## src/rtl/lift_call_latch.sv

```systemverilog
// lift_call_latch: floor-call front end for the five-floor lift controller.
// Latches button presses as pending per-floor requests, services a request
// when the car reports that floor, and times the door-open dwell.
// Optional feature: define LIFT_CALL_SYNC_EN to put a 2-flop synchroniser on
// the button inputs (set latency becomes two extra edges). Without it the
// buttons are assumed synchronous to clk.
module lift_call_latch #(
  parameter int NFLOORS = 5,
  parameter int FLOOR_W = 3,
  parameter int DWELL   = 3
) (
  input  logic               clk,
  input  logic               rst,
  input  logic [NFLOORS-1:0] btn,
  input  logic [FLOOR_W-1:0] floor,
  output logic [NFLOORS-1:0] req,
  output logic               door_open,
  output logic [2:0]         pending
);

  localparam int TIMER_W = (DWELL < 2) ? 1 : $clog2(DWELL + 1);

  localparam logic [0:0] MOVING = 1'b0;
  localparam logic [0:0] DOOR   = 1'b1;

  logic [NFLOORS-1:0] btnSync;
  logic [NFLOORS-1:0] btnPrev_q;
  logic [NFLOORS-1:0] req_q, req_d;
  logic [0:0]         state_q, state_d;
  logic [TIMER_W-1:0] timer_q, timer_d;
  logic [FLOOR_W-1:0] doorFloor_q, doorFloor_d;
  logic               doorOpen_q, doorOpen_d;

  logic [NFLOORS-1:0] floorMatch;
  logic [NFLOORS-1:0] doorMask;
  logic [NFLOORS-1:0] newEdges;
  logic [NFLOORS-1:0] clearMask;
  logic               serviceHit;
  logic [2:0]         pendingCount;

`ifdef LIFT_CALL_SYNC_EN
  logic [NFLOORS-1:0] sync1_q, sync2_q;

  // Two-stage synchroniser for asynchronous button levels
  always_ff @(posedge clk or negedge rst) begin
    if (!rst) begin
      sync1_q <= '0;
      sync2_q <= '0;
    end else begin
      sync1_q <= btn;
      sync2_q <= sync1_q;
    end
  end

  assign btnSync = sync2_q;
`else
  assign btnSync = btn;
`endif

  // One-hot decode of the reported floor and of the floor held at door entry;
  // a floor code outside 0..NFLOORS-1 decodes to all zeros and so never services
  always_comb begin
    floorMatch = '0;
    doorMask   = '0;
    for (int i = 0; i < NFLOORS; i++) begin
      if (floor == FLOOR_W'(i)) floorMatch[i] = 1'b1;
      if (doorFloor_q == FLOOR_W'(i)) doorMask[i] = 1'b1;
    end
  end

  assign serviceHit = |(floorMatch & req_q);

  // Next-state logic: rising-edge request capture, service decision, dwell timer
  always_comb begin
    state_d     = state_q;
    timer_d     = timer_q;
    doorFloor_d = doorFloor_q;
    doorOpen_d  = doorOpen_q;
    newEdges    = btnSync & ~btnPrev_q;
    clearMask   = '0;
    case (state_q)
      MOVING: begin
        if (serviceHit) begin
          state_d     = DOOR;
          clearMask   = floorMatch;
          doorOpen_d  = 1'b1;
          timer_d     = TIMER_W'(DWELL);
          doorFloor_d = floor;
        end
      end
      DOOR: begin
        newEdges = newEdges & ~doorMask;
        if (timer_q == TIMER_W'(1)) begin
          state_d    = MOVING;
          doorOpen_d = 1'b0;
          timer_d    = '0;
        end else begin
          timer_d = timer_q - TIMER_W'(1);
        end
      end
      default: begin
        state_d = MOVING;
      end
    endcase
    req_d = (req_q | newEdges) & ~clearMask;
  end

  // State, request and door registers; reset drops everything immediately
  always_ff @(posedge clk or negedge rst) begin
    if (!rst) begin
      btnPrev_q   <= '0;
      req_q       <= '0;
      state_q     <= MOVING;
      timer_q     <= '0;
      doorFloor_q <= '0;
      doorOpen_q  <= 1'b0;
    end else begin
      btnPrev_q   <= btnSync;
      req_q       <= req_d;
      state_q     <= state_d;
      timer_q     <= timer_d;
      doorFloor_q <= doorFloor_d;
      doorOpen_q  <= doorOpen_d;
    end
  end

  // Population count of the pending request lines
  always_comb begin
    pendingCount = '0;
    for (int i = 0; i < NFLOORS; i++) begin
      pendingCount = pendingCount + 3'(req_q[i]);
    end
  end

  assign req       = req_q;
  assign door_open = doorOpen_q;
  assign pending   = pendingCount;

endmodule

```

## config.mk

```make
export PLATFORM = sky130hd
export DESIGN_NAME = lift_call_latch
export DESIGN_NICKNAME = d
export VERILOG_FILES = /design/src/rtl/lift_call_latch.sv
export SDC_FILE = /design/constraint.sdc
export NUM_CORES = 1
export LEC_CHECK = 0
export BUFFER_PORTS_ARGS = -buffer_cell sky130_fd_sc_hd__buf_2
export CAP_MARGIN = 40
export CORE_UTILIZATION = 45
export CTS_CLUSTER_DIAMETER = 80
export CTS_CLUSTER_SIZE = 20
export DETAILED_ROUTE_END_ITERATION = 7
export MAX_ROUTING_LAYER = met4
export PLACE_DENSITY = 0.72
export SYNTH_ARGS = -nofsm -noshare
export SYNTH_HDL_FRONTEND = slang
export SYNTH_SLANG_ARGS = --single-unit
```

## constraint.sdc

```tcl
create_clock -name clk -period 1.85 [get_ports clk]
set_input_delay 0.4625 -clock clk [delete_from_list [all_inputs] [get_ports clk]]
set_output_delay 0.4625 -clock clk [all_outputs]
set_load 0.1 [all_outputs]
```

Yosys cells after proc, flatten, opt, wreduce, memory -nomap -nowiden
Cells that the tools add are included.
{ "totals": {"ff_bits": 17, "in_bits": 10, "word_cells": 58} }
{ "classes": {"add_sub_neg": 5, "eq_ne": 11, "muxes": 22, "bitwise": 9, "reduce_logical": 5} }
{ "ops": {"columns": ["op", "n"], "rows": [
  ["$and A5 B5 Y5", 4],
  ["$mux W5", 3],
  ["$not A5 Y5", 3],
  ["$mux W1", 14],
  ["$eq A3 B2 Y1 const B", 4],
  ["$add A3 B1 Y3", 2],
  ["$eq A3 B1 Y1 const B", 2],
  ["$eq A3 B3 Y1 const B", 2],
  ["$logic_not A3 Y1", 2],
  ["$or A5 B5 Y5", 1],
  ["$reduce_or A5 Y1", 1],
  ["$mux W2", 2],
  ["$pmux W1 S2", 2],
  ["$pmux W2 S2", 1],
  ["$reduce_and A2 Y1", 2],
  ["$add A2 B1 Y3", 1],
  ["$add A1 B1 Y2", 1],
  ["$eq A2 B1 Y1 const B", 1],
  ["$ne A2 B1 Y1 const B", 1],
  ["$ne A2 B2 Y1 const B", 1],
  ["$sub A2 B1 Y2 const B", 1],
  ["$not A1 Y1", 1]
]} }

Logic depth before layout (Yosys ltp)
{ "logic_depth": {"word_depth": 8, "depth_mapped": 5} }

Worst setup path before layout
OpenSTA, ideal clock, no wires.
{ "synth_timing": {"path_type": "register to output", "startpoint": "register req_q[1], in the netlist req[1]", "endpoint": "output pending[1]", "arrival_time_ns": 2.738, "required_time_ns": 1.387, "path_slack_ns": -1.350, "stages_incl_launch_ff": 4, "path_cell_list": "dfrtp_1 > fa_1 > fa_1 > ha_1"} }
{ "synth_via": {"elab_chain_cells": 4} }
{ "synth_rtl": {"columns": ["element", "line_no", "rtl"], "rows": [
  ["start: declaration", "28", "logic [NFLOORS-1:0] req_q, req_d;"],
  ["start signal: assignment", "119", "req_q <= req_d;"],
  ["$add A1 B1 Y2", "131", "pendingCount = pendingCount + 3'(req_q[i]);"],
  ["$add A2 B1 Y3", "131", null],
  ["$add A3 B1 Y3 (2 in series)", "131", null],
  ["end: declaration", "18", "output logic [2:0] pending"]
]} }
Every way passes these cells.

Final worst setup path
{ "layout_timing": {"startpoint": "register req_q[3], in the netlist req[3]", "endpoint": "output pending[1]"} }
{ "layout_via": {"elab_chain_cells": 2} }
{ "layout_rtl": {"columns": ["element", "line_no"], "rows": [
  ["$add A3 B1 Y3 (2 in series)", "131"]
]} }
Every way passes these cells.

==> flow_summary.json <==
{
  "grt_max_degree": 18,
  "worstPathRequired_ps": 1390,
  "drv_slew": 0,
  "synth_area_um2": 807,
  "ys_seq_area_frac": 0.527,
  "fp.dieW_um": 44.4,
  "grt_overflow": 0,
  "start_util": 0.506,
  "fin_crit_ps": 2580,
  "tightest_slew_ps": 486,
  "r2r_start": "req[0]$_DFF_PN0_",
  "place.gp.congestion": 0.882,
  "detail_route.vias_per_cell": 5.21,
  "clk_pin_slew_worst_paths_ps": 100,
  "status": "complete, but fails checks",
  "clk_latency_ps": 290,
  "critPathLaunch": "req[3]$_DFF_PN0_",
  "fin_nets": 115,
  "die_h_um": 44.4,
  "maxCapViolations": 0,
  "final_core_util": 0.670,
  "firstDrtPassIters": 4,
  "synth_ff_type": "dfrtp_1",
  "rsz0062_at_grt": "yes",
  "cp_num_buf_inv": 1,
  "nFillCells": 141,
  "r2r_setup_slack_ps": 360,
  "io_buffers": 18,
  "drc": 0,
  "die_area_mm2": 0.00197,
  "grt_pass1_wl_um": 3020,
  "antennaDiodeCount": 0,
  "num_rows": 14,
  "synth.distinct_cells": 27,
  "finalClockSkew_ps": 6.12,
  "cp_slowest_stage_delay_ps": 510,
  "wl_per_cell_um": 13.3,
  "fin_crit_sh": 1.39,
  "pin_count": 19,
  "post_cts_buffers": 0,
  "clock_sinks": 17,
  "end_kind": "output pin",
  "setup.worst_path.class": "reg -> out",
  "dpl.hpwl_um": 1310,
  "synth_seq_cells": 17,
  "setup-violations-final": 3,
  "numCtsBuffers": 3,
  "design_area_mm2": 0.00107,
  "grt_pass1_vias": 676,
  "area_growth_pct": 32.2,
  "hold_viol": 0,
  "mostFrequentLayoutCell": "buf_2",
  "crit_chain": "fa_1 -> fa_2 -> ha_4 -> buf_12",
  "layout.cells.most_common_list": "15 x buf_2, 12 x dfrtp_1, 11 x inv_1",
  "crit_slowest_cell": "fa_1",
  "synth_edf_count": 0,
  "yosysWarnings": 0,
  "ctsHoldBuffers": 0,
  "ant_nets": 0,
  "wirelength_um": 1640,
  "dpl_cell_area_mm2": 0.00103,
  "h-tree-depth": 1,
  "cts_buffer_depth": 2,
  "critPathLaunchType": "flip-flop",
  "synthArstFlopShare": 1.00,
  "synth.avg_cell_area_um2": 11.1,
  "syn_nets": 87,
  "core-area_mm2": 0.00159,
  "grt_usage": 0.226,
  "relSlewSlack": 0.678,
  "setup_slack_ps": -729,
  "max_freq_ghz": 0.388,
  "cts_tree": "done",
  "first_iter_violations": 7,
  "crit_fanout": 2,
  "antenna_found_initial": 0,
  "violations": "negative setup slack",
  "vias": 646,
  "root_buffer": "clkbuf_4",
  "drive_gt1_frac": 0.370,
  "worst_ep_arrival_time_ps": 2120,
  "min_path_type": "in -> async",
  "netlist_instances": 73,
  "cpLargestDelayFamily": "adder cells"
}
[registers in the layout (all words and copies together), names as in the netlist]
| name | cells |
|---|---|
| state_q | 1 |
| btnPrev_q | 5 |
| timer_q | 2 |
| req | 5 |
| door_open | 1 |
| doorFloor_q | 3 |
[layout make-up]
type,count,area [um2],area share
sequential,17,439,0.411
multi-input combinational,44,350,0.328
timing repair buffer,24,180,0.169
inverter,11,41.3,0.0387
tap,24,30.0,0.0281
clock buffer,4,26.3,0.0246
[what timing repair did]
action,in CTS,in global routing
gates resized for setup,4,0
setup endpoints to repair,3,3
pin swaps,2,0
[worst reg2reg max path, stage by stage, from the launching register on]
cell and delay (ps):
dfrtp_4 430, buf_4 120, nand2b_1 70, nor4_1 330, nor3_2 120, o32a_1 310
[kinds of logic after synthesis]
kind of cell	Yosys count	synth area share
flops	17	0.527
fa+ha+maj	4	0.0806
mux	3	0.0372
buf+inv	12	0.0574
simple gates	19	0.136
compound gates	18	0.161
[per-stage QoR]
step	setup WS (ps)	TNS [ps]	hold WS (ps)	std cells
after global routing	-786	-2150	93.2	124
final	-729	-1990	63.6	124
after detailed placement	-490	-1360	401	120
after global placement	-439	-1240	397	120
after CTS	-751	-2050	80.8	124
after floorplan	-704	-1800	167	73
[cells in the mapped netlist (2+ instances only)]
library cell / n / share of area
a21oi_1: 3 / 0.019
a31oi_1: 5 / 0.039
dfrtp_1: 17 / 0.53
fa_1: 2 / 0.050
ha_1: 2 / 0.031
inv_1: 11 / 0.051
mux2i_1: 3 / 0.037
nand2b_1: 2 / 0.016
nand3b_1: 3 / 0.028
nor2_1: 3 / 0.014
nor3_1: 4 / 0.025
nor4_1: 2 / 0.016
o22ai_1: 2 / 0.016
[metal layers]
layer / up-vias / global-route usage / wire length (um)
li1: 317 / - / -
met1: 304 / 0.277 / 719
met2: 18 / 0.356 / 812
met3: 7 / 0.0367 / 59
met4: 0 / 0.127 / 51
met5: - / - / 0
[final timing paths]
path / endpoint / depth (start not counted)
worst max register to register: req[2]$_DFF_PN0_ / 5
max in group asynchronous: req[3]$_DFF_PN0_ / 1
worst min-delay path: timer_q[1]$_DFFE_PN0P_ / 1
worst max-delay path: pending[1] / 4
worst min register to register: timer_q[0]$_DFFE_PN0P_ / 1
min in group clk: btnPrev_q[4]$_DFF_PN0_ / 1
Power is left out: the tool's default activity adds up to more than one toggle a clock period on the data nets, which glitch-free logic cannot reach.
